**config.mk**
```make
export PLATFORM = sky130hd
export DESIGN_NAME = sram_port_arbiter
export DESIGN_NICKNAME = d
export VERILOG_FILES = /design/src/rtl/sram_port_arbiter.sv
export SDC_FILE = /design/constraint.sdc
export NUM_CORES = 1
export LEC_CHECK = 0
export ABC_AREA = 1
export BUFFER_PORTS_ARGS = -buffer_cell sky130_fd_sc_hd__buf_2
export CORE_MARGIN = 1
export CORE_UTILIZATION = 35
export DETAILED_ROUTE_END_ITERATION = 8
export GPL_ROUTABILITY_DRIVEN = 0
export PLACE_DENSITY = 0.72
export SETUP_SLACK_MARGIN = 0.2
export SYNTH_ARGS = -nofsm -noshare
export SYNTH_HDL_FRONTEND = slang
export SYNTH_SLANG_ARGS = --single-unit
```
**constraint.sdc**
```tcl
create_clock -name clk -period 1.4 [get_ports clk]
set_input_delay 0.21 -clock clk [delete_from_list [all_inputs] [get_ports clk]]
set_output_delay 0.21 -clock clk [all_outputs]
set_load 0.02 [all_outputs]
```
**src/rtl/sram_port_arbiter.sv**
```systemverilog
// Two-requester arbiter sharing one SRAM-like adapter port, one transaction in flight.
// `define ARB_ROUND_ROBIN_EN for round-robin ties; otherwise m1 (data) wins ties.
module sram_port_arbiter #(
  parameter int ADDR_WIDTH = 32,
  parameter int DATA_WIDTH = 32,
  parameter int SEL_WIDTH  = 4
) (
  input  logic                  clk,
  input  logic                  rst,
  input  logic                  m0_en,
  input  logic [SEL_WIDTH-1:0]  m0_write_en,
  input  logic [ADDR_WIDTH-1:0] m0_addr,
  input  logic [DATA_WIDTH-1:0] m0_write_data,
  output logic [DATA_WIDTH-1:0] m0_read_data,
  output logic                  m0_done,
  input  logic                  m1_en,
  input  logic [SEL_WIDTH-1:0]  m1_write_en,
  input  logic [ADDR_WIDTH-1:0] m1_addr,
  input  logic [DATA_WIDTH-1:0] m1_write_data,
  output logic [DATA_WIDTH-1:0] m1_read_data,
  output logic                  m1_done,
  output logic                  s_en,
  output logic [SEL_WIDTH-1:0]  s_write_en,
  output logic [ADDR_WIDTH-1:0] s_addr,
  output logic [DATA_WIDTH-1:0] s_write_data,
  input  logic [DATA_WIDTH-1:0] s_read_data,
  input  logic                  s_ready,
  output logic                  busy,
  output logic                  grant,
  output logic [1:0]            fsm_state
);

  localparam logic [1:0] IDLE  = 2'd0;
  localparam logic [1:0] ISSUE = 2'd1;
  localparam logic [1:0] WAIT  = 2'd2;
  localparam logic [1:0] RESP  = 2'd3;

  logic [1:0] state;
  logic       waited;
  logic       pick;

`ifdef ARB_ROUND_ROBIN_EN
  // Last granted requester; reset to 1 so the first tie goes to m0.
  logic rr_last;

  always_comb begin
    pick = m1_en;
    if (m0_en && m1_en) pick = ~rr_last;
  end

  always_ff @(posedge clk) begin
    if (!rst) rr_last <= 1'b1;
    else if (state == IDLE && s_ready && (m0_en || m1_en)) rr_last <= pick;
  end
`else
  // Fixed priority: any m1 request wins, a lone m0 request gets through.
  always_comb begin
    pick = m1_en;
  end
`endif

  assign fsm_state = state;

  always_ff @(posedge clk) begin
    if (!rst) begin
      state        <= IDLE;
      waited       <= 1'b0;
      s_en         <= 1'b0;
      s_write_en   <= '0;
      s_addr       <= '0;
      s_write_data <= '0;
      m0_done      <= 1'b0;
      m1_done      <= 1'b0;
      m0_read_data <= '0;
      m1_read_data <= '0;
      busy         <= 1'b0;
      grant        <= 1'b0;
    end else begin
      case (state)
        IDLE: begin
          // Hold off while the adapter is still finishing a previous job.
          if ((m0_en || m1_en) && s_ready) begin
            grant        <= pick;
            s_en         <= 1'b1;
            s_write_en   <= pick ? m1_write_en   : m0_write_en;
            s_addr       <= pick ? m1_addr       : m0_addr;
            s_write_data <= pick ? m1_write_data : m0_write_data;
            busy         <= 1'b1;
            state        <= ISSUE;
          end
        end
        ISSUE: begin
          s_en   <= 1'b0;
          waited <= 1'b0;
          state  <= WAIT;
        end
        WAIT: begin
          // First WAIT cycle is skipped: s_ready may not have dropped yet.
          if (!waited) begin
            waited <= 1'b1;
          end else if (s_ready) begin
            if (grant) begin
              m1_read_data <= s_read_data;
              m1_done      <= 1'b1;
            end else begin
              m0_read_data <= s_read_data;
              m0_done      <= 1'b1;
            end
            state <= RESP;
          end
        end
        default: begin
          m0_done <= 1'b0;
          m1_done <= 1'b0;
          busy    <= 1'b0;
          state   <= IDLE;
        end
      endcase
    end
  end

endmodule

```
**Yosys cells after proc, flatten, opt, wreduce, memory -nomap -nowiden**

Cells that the tools add are included.

- RAM bits: 0
- Latch bits: 0
- Memories: 0
- Register bits after elaboration: 140
- Bits in read-only memories: 0
- Output and inout bits: 139
- Input port bits: 173

- $mul: 0
- Bitwise logic cells: 3
- Reductions and logical operators: 15
- Muxes and demuxes: 19
- Eq/ne operators: 7
- Divide/modulo/power cells: 0
- Add/subtract/negate cells: 0
- Shifts and indexed selects: 0
- Order comparisons: 0

Operator list:

| cell | number |
|---|---|
| $mux 32 | 2 |
| $reduce_and 4->1 | 4 |
| $ne 2x2->1 const B | 5 |
| $pmux 1 s2 | 5 |
| $mux 1 | 7 |
| $mux 2 | 3 |
| $pmux 2 s3 | 1 |
| $reduce_and 2->1 | 3 |
| $mux 4 | 1 |
| $reduce_bool 2->1 | 2 |
| $reduce_or 2->1 | 2 |
| $not 1->1 | 3 |
| $reduce_and 3->1 | 1 |
| $eq 2x1->1 const B | 1 |
| $eq 2x2->1 const B | 1 |
| $logic_not 2->1 | 1 |
| $logic_and 1x1->1 | 1 |
| $logic_or 1x1->1 | 1 |

**Longest topological paths before layout**

Gate-level depths: netlist of run 1.

- Depth after elaboration: 4
- Mapped depth: 9
- Gate-level depth less buffers: 9

**Worst setup path after synthesis of run 1**

OpenSTA, ideal clock, no wires.

- Path kind: register to register
- Start: register state[0], in the netlist fsm_state[0]
- End: register m1_read_data[0]
- Path slack: -0.235 ns
- Buffers on the path: 1
- Library setup time: 0.116 ns
- Cell stages (with the launch flop): 10
- Data required time: 1.284 ns
- Arrival: 1.519 ns
- Path through: dfxtp_1 > inv_1 > ha_1 > nand2_1 > inv_1 > nand3_1 > inv_1 > buf_4 > nor2_1 > nor2_1

- Cells in the longest elaborated chain, start to end: 2

RTL lines:

| element | RTL line | RTL |
|---|---|---|
| start, declared | 38 | `logic [1:0] state;` |
| start signal, assigned | 66 | `state <= IDLE;` |
| start signal, assigned | 89 | `state <= ISSUE;` |
| start signal, assigned | 95 | `state <= WAIT;` |
| $eq 2x2->1 | 79 | `case (state)` |
| $reduce_and 4->1 (no source line) | n/a |  |
| end signal, assigned | 103 | `m1_read_data <= s_read_data;` |
| end, declared | 20 | `output logic [DATA_WIDTH-1:0] m1_read_data,` |

No other way between the ends.
A chain may end at the register's enable or synchronous reset.

**Final worst setup path of run 1**

- Start: register state[0], in the netlist fsm_state[0]
- End: register s_write_data[22]

- Cells in the longest elaborated chain, start to end: 2

RTL lines:

| element | RTL line | RTL |
|---|---|---|
| $logic_not 2->1 | 79 |  |
| $reduce_and 2->1 (no source line) | n/a |  |
| end signal, assigned | 87 | `s_write_data <= pick ? m1_write_data : m0_write_data;` |
| end, declared | 25 | `output logic [DATA_WIDTH-1:0] s_write_data,` |

No other way between the ends.

==> flow_summary_export.csv, run 1 <==
group,metric,value,unit
outcome,outcome,"completed",
sta,max-slew-margin-rel,0.532,
drt,viasPerCell,4.69,
clock_network,cts_root_buf,"clkbuf_16",
setup_path,crit_required,1750,ps
power_and_ir_drop,power_density,1380,mW/mm2
logic_synthesis,synth_area_leaders,"dfxtp_1 48%, nand2_1 23%, nor2_1 9.4%",
logic_synthesis,yosys_warnings,0,
sta,grt_setup_unrepaired,"true",
finish,drive_gt1_frac,0.460,
power_and_ir_drop,p_seq_frac,0.345,
logic_synthesis,synthAdderAreaFrac,0.0108,
sta,max_slew.worst_pin.slew,700,ps
drt,drc,0,
clock_network,path_clk_slew,70,ps
floorplan,dieWidth,131,um
logic_synthesis,netlist_area,0.00581,mm2
global_routing,grt_pass1_wl,28900,um
logic_synthesis,synth_nets,1038,
clock_network,cts_made_buffers,17,
setup_path,worstSetupEndpointType,"register",
finish,diodes,0,
min_path,hold_path_class,"input pin to register",
clock_network,cts_max_level,4,
logic_synthesis,synth.mux.area_fraction,0,
power_and_ir_drop,swShare,0.342,
drt,wl_per_cell,14.7,um
placement,portBuffers,311,
logic_synthesis,syn_inst,860,
sta,fin_crit,1370,ps
logic_synthesis,ys_seq_elements,140,
finish,area_growth,65.3,%
setup_path,cp-start-kind,"register",
power_and_ir_drop,vdd_drop_max,0.932,mV
drt,drt_wl_total,21000,um
power_and_ir_drop,p_sw,0.00454,W
power_and_ir_drop,leakagePower,4.92,nW
floorplan,die_h,131,um
sta,fin_worst_skew,8.48,ps
finish,stdcell_area,0.00961,mm2
global_routing,grt_start_max_net_pins,56,
logic_synthesis,synth_top_family_by_area,"simple AND/OR/NAND/NOR gates",
min_path,hold_depth,3,
drt,firstDrtPassIters,4,
finish,nNetsFinal,1371,
setup_path,crit_type,"register to register",
clock_network,clock_sinks,140,
setup_path,arrival,1720,ps
logic_synthesis,synthSimpleGateAreaFrac,0.330,
logic_synthesis,synth_top_area_frac,0.482,
clock_network,cts_tree,"yes",
clock_network,clock_path_buffers,2,
sta,setup_viol,0,
power_and_ir_drop,power,0.0133,W
setup_path,rr_worst_depth,8,
drt,vias,6665,
placement,place_hpwl,13000,um
setup_path,cp_max_fo,8,
drt,ant_nets,0,
logic_synthesis,yosysSeqAreaShare,0.482,
global_routing,grt_use_total,0.220,
sta,max_freq,730,MHz
floorplan,num_rows,46,
sta,finalMaxSlewViolations,0,
floorplan,dieArea,0.0171,mm2
floorplan,fp.coreArea,0.0161,mm2
logic_synthesis,synth_xor_area_frac,0,
logic_synthesis,synth_compound_area_frac,0.123,
global_routing,antenna_found_initial,0,
logic_synthesis,avgSynthCellArea,6.76,um2
clock_network,hold_buffers,0,
finish,fillers,1464,
power_and_ir_drop,p_clk_frac,0.314,
floorplan,io-pin-count,312,
sta,hold_viol_final,0,
logic_synthesis,yosysUniqueCellTypes,22,
global_routing,overflow,0,
floorplan,start_util,0.362,
sta,fin_crit_sh,0.978,
logic_synthesis,yosys.area.top_type,"dfxtp_1",
clock_network,clock_latency,410,ps
global_routing,grt_pass1_vias,5833,
drt,drt_iter0_drc,255,
placement,placed_area,0.00772,mm2
power_and_ir_drop,p_int,0.00872,W
flow_run,maxCapViolCount,0,
power_and_ir_drop,combPwrFrac,0.341,
-- metal layers --
metal | up-vias | share of wire | global-route usage
met4 | 0 | 0.030 | 0.0947
met1 | 2987 | 0.41 | 0.261
met3 | 40 | 0.060 | 0.0594
met2 | 264 | 0.50 | 0.373
li1 | 3374 | - | -
met5 | - | 0 | 0
-- cell families (layout without fill, tap and decap cells) --
group | after synthesis | count (layout)
and+or+nand+nor | 506 | 507
AOI/OAI and AO/OA | 141 | 141
DFF | 140 | 140
buffers and inverters | 68 | 413
adders and majority gates | 5 | 5
-- worst max-delay path, cell delays in order, from the launching register on --
cell and delay (ps):
dfxtp_4 360, inv_6 70, ha_4 160, inv_4 40, nor2_4 110, buf_12 190
clkbuf_16 200, nand2_4 50, a21oi_2 120
-- Yosys cell counts, drive strengths merged --
master    n
nand2   356
nor2    146
dfxtp   140
a21oi    71
o21ai    68
clkbuf   29
buf      27
inv      12
ha        5
nand3     2
nor3      2
a21boi    1
o21a      1
-- power by group through the flow --
stage	clock, W	sequential (W)	combinational, W
after floorplan	0	0.00507	0.00142
final	0.00417	0.00457	0.00452
after global routing	0.00441	0.00461	0.00485
after global placement	0	0.00463	0.00292
after detailed placement	0	0.00464	0.00294
after CTS	0.00424	0.00456	0.00348
-- final timing paths --
check | start | to | slack (ps)
worst max-delay path | fsm_state[0]$_SDFFE_PN0P_ | s_write_data[22]$_SDFFE_PN0P_ | 30
worst min-delay path | s_read_data[2] | m0_read_data[2]$_SDFFE_PN0P_ | 30
worst max register to register | fsm_state[0]$_SDFFE_PN0P_ | s_write_data[22]$_SDFFE_PN0P_ | 30
worst min register to register | s_addr[31]$_SDFFE_PN0P_ | s_addr[31]$_SDFFE_PN0P_ | 460
-- registers in the layout, summed over array words and instances, names as in the netlist --
signal / count
m0_read_data: 32
m0_done: 1
waited: 1
s_write_en: 4
grant: 1
s_write_data: 32
m1_read_data: 32
s_en: 1
busy: 1
fsm_state: 2
s_addr: 32
m1_done: 1
-- what timing repair did --
action	4_1_cts	5_1_grt
endpoints found under the hold margin	0	0
endpoints found under the setup margin	143	147
pin swaps	5	32
buffers inserted	8	2
gates resized for setup	38	197
cloned	7	16
-- area by class of cell --
class                           instances  area, um2  share of cell area
Inverter                               12       75.1             0.00781
Timing Repair Buffer                  369       2530               0.263
Clock inverter                         13        106              0.0111
Clock buffer                           19        443              0.0461
Sequential cell                       140       2810               0.293
Tap cell                              216        270              0.0281
Multi-Input combinational cell        653       3370               0.351
-- cells in the final DEF (no fill, tap or decap), types with 26 or more instances in the layout --
cell / count
clkbuf_16: 28
nor2_2: 27
a21oi_2: 45
a21oi_1: 26
nand2_1: 306
nor2_1: 110
buf_2: 303
o21ai_1: 39
dfxtp_1: 137
nand2_4: 30
-- per-stage QoR --
| stage | hold slack, ps | TNS, ps | cells | worst slack, ps | util |
|---|---|---|---|---|---|
| global placement | 438 | 0 | 1357 | 14.6 | 0.481 |
| global route | 33.1 | -1030 | 1422 | -44.1 | 0.598 |
| floorplan | 345 | 0 | 860 | 64.6 | - |
| detailed placement | 451 | -910 | 1357 | -60.4 | 0.481 |
| CTS | 17.7 | 0 | 1404 | 74.0 | 0.538 |
| finish | 34.9 | 0 | 1422 | 30.1 | 0.598 |
Note: power is estimated with default switching activity, not from simulation.
==> inputs of run 2 (changes only) <==
- PLACE_DENSITY: 0.72 -> 0.66
==> flow_summary_export.csv, run 2 (synthesized netlist as in run 1, its figures left out) <==
group,metric,value,unit
floorplan,start_util,0.362,
floorplan,num_rows,46,
clock_network,clock_sinks,140,
clock_network,hold_buffers,0,
floorplan,dieWidth,131,um
finish,final_common_cell,"nand2_1",
setup_path,crit_start,"fsm_state[0]$_SDFFE_PN0P_",
global_routing,overflow,0,
power_and_ir_drop,power,0.0139,W
finish,diodes,0,
sta,fin_crit_sh,1.01,
drt,vias,6624,
setup_path,cp_max_fo,5,
flow_run,maxCapViolCount,0,
power_and_ir_drop,vdd_drop_max,0.942,mV
drt,drt_wl_total,21200,um
setup_path,timing.rr.end,"s_addr[26]$_SDFFE_PN0P_",
finish,area_growth,68.9,%
drt,drc,0,
setup_path,ff2ff_setup_slack,-7,ps
global_routing,grt_use_total,0.231,
setup_path,crit_required,1760,ps
clock_network,cts_made_buffers,17,
drt,viasPerCell,4.64,
outcome,outcome,"finished, violations left",
placement,portBuffers,311,
drt,ant_nets,0,
floorplan,io-pin-count,312,
clock_network,cts_max_level,4,
setup_path,cp-start-kind,"register",
clock_network,clock_path_buffers,2,
clock_network,cts_tree,"yes",
global_routing,grt_start_max_net_pins,70,
outcome,violations,"setup timing",
setup_path,rr_startpoint,"fsm_state[0]$_SDFFE_PN0P_",
setup_path,worstSetupEndpointType,"register",
clock_network,clock_latency,430,ps
sta,setup_slack,-7.09,ps
setup_path,arrival,1760,ps
floorplan,dieArea,0.0171,mm2
floorplan,fp.coreArea,0.0161,mm2
sta,hold_viol_final,0,
setup_path,endpoint,"s_addr[26]$_SDFFE_PN0P_",
drt,firstDrtPassIters,4,
min_path,hold_path_class,"input pin to register",
sta,max-slew-margin-rel,0.654,
floorplan,die_h,131,um
finish,final_cells,1429,
drt,drt_iter0_drc,240,
power_and_ir_drop,power_density,1420,mW/mm2
power_and_ir_drop,leakagePower,4.91,nW
global_routing,grt_pass1_vias,5930,
global_routing,grt_pass1_wl,29900,um
finish,layout_common_cells,"293 x nand2_1, 279 x buf_2, 135 x nor2_1",
sta,setup_viol,2,
sta,finalMaxSlewViolations,0,
setup_path,crit_type,"register to register",
sta,fin_crit,1410,ps
sta,max_freq,711,MHz
setup_path,rr_worst_depth,9,
placement,dp.cells,1358,
finish,drive_gt1_frac,0.471,
clock_network,path_clk_slew,60,ps
drt,wl_per_cell,14.8,um
sta,grt_setup_unrepaired,"true",
global_routing,antenna_found_initial,0,
finish,nNetsFinal,1378,
clock_network,cts_root_buf,"clkbuf_16",
placement,place_hpwl,13800,um
sta,fin_worst_skew,7.14,ps
sta,max_slew.worst_pin.slew,519,ps
==> run 2: cell count changes in the layout (fill, tap and decap cells not counted), moves of 9 or more <==
| cell | change |
|---|---|
| buf_2 | -24 |
| o21ai_2 | +13 |
| nand2_1 | -13 |
| nand2_2 | +21 |
| buf_4 | +19 |
| o21ai_0 | -19 |
| nor2_2 | -19 |
| buf_12 | +9 |
| nor2_1 | +25 |
==> run 2: worst min path at each step <==
stage / end / from / slack (ps) / cells past startpoint
after floorplan: m0_read_data[0]$_SDFFE_PN0P_ / s_read_data[0] / 340 / 2
after global placement: m1_done$_SDFFE_PN0P_ / m1_done$_SDFFE_PN0P_ / 440 / 2
after detailed placement: m1_done$_SDFFE_PN0P_ / m1_done$_SDFFE_PN0P_ / 440 / 2
after CTS: m0_read_data[9]$_SDFFE_PN0P_ / s_read_data[9] / 2 / 3
after global routing: m1_read_data[7]$_SDFFE_PN0P_ / s_read_data[7] / 20 / 3
final: m0_read_data[10]$_SDFFE_PN0P_ / s_read_data[10] / 30 / 3
==> run 2: stage by stage <==
stage / hold slack, ps / util / setup TNS [ps] / instance area (um2) / setup slack [ps]
detailed placement: 437 / 0.483 / -713 / 7750 / -47.2
finish: 25.3 / 0.612 / -12.7 / 9820 / -7.09
floorplan: 345 / - / 0 / 5980 / 64.6
global route: 20.0 / 0.612 / -2550 / 9820 / -68.8
CTS: 1.59 / 0.556 / 0 / 8930 / 56.9
global placement: 438 / 0.483 / 0 / 7750 / 16.1
==> run 2: repair_timing <==
action	4_1_cts	5_1_grt
gates resized for setup	103	195
gates cloned	9	10
endpoints found under the setup margin	141	167
buffers inserted	14	6
pin swaps	29	51
hold endpoints to repair	0	0
==> run 2: layout make-up <==
class | instances | area, um2
repair buffers | 377 | 2750
clock inverters | 15 | 151
multi-input cells | 652 | 3330
well taps | 216 | 270
inverters | 12 | 70.1
clock buffers | 17 | 425
flip-flops and latches | 140 | 2820
fillers | 1450 | 6240
==> run 2: critical path, stage by stage, from the launching register on <==
cell	delay, ps
dfxtp_4	360
inv_6	80
ha_4	160
inv_4	40
nor2_4	160
buf_12	160
buf_12	100
clkbuf_16	130
nand2_2	50
a21oi_2	110
==> run 2: layer usage <==
layer | part of all wire | GRT usage | routed length (um) | vias to the layer above
met5 | 0 | 0 | 0 | -
met4 | 0.028 | 0.0987 | 586 | 0
met2 | 0.51 | 0.404 | 10900 | 230
met3 | 0.056 | 0.0656 | 1190 | 37
li1 | - | - | - | 3386
met1 | 0.40 | 0.263 | 8550 | 2971
==> run 2: power by group <==
part / total (W) / leakage [nW] / internal, W / switching [W]
sequential: 0.00459 / 1.14 / 0.00436 / 0.000234
combinational: 0.00487 / 3.49 / 0.00230 / 0.00256
clock: 0.00444 / 0.278 / 0.00251 / 0.00193
total: 0.0139 / 4.91 / 0.00917 / 0.00473
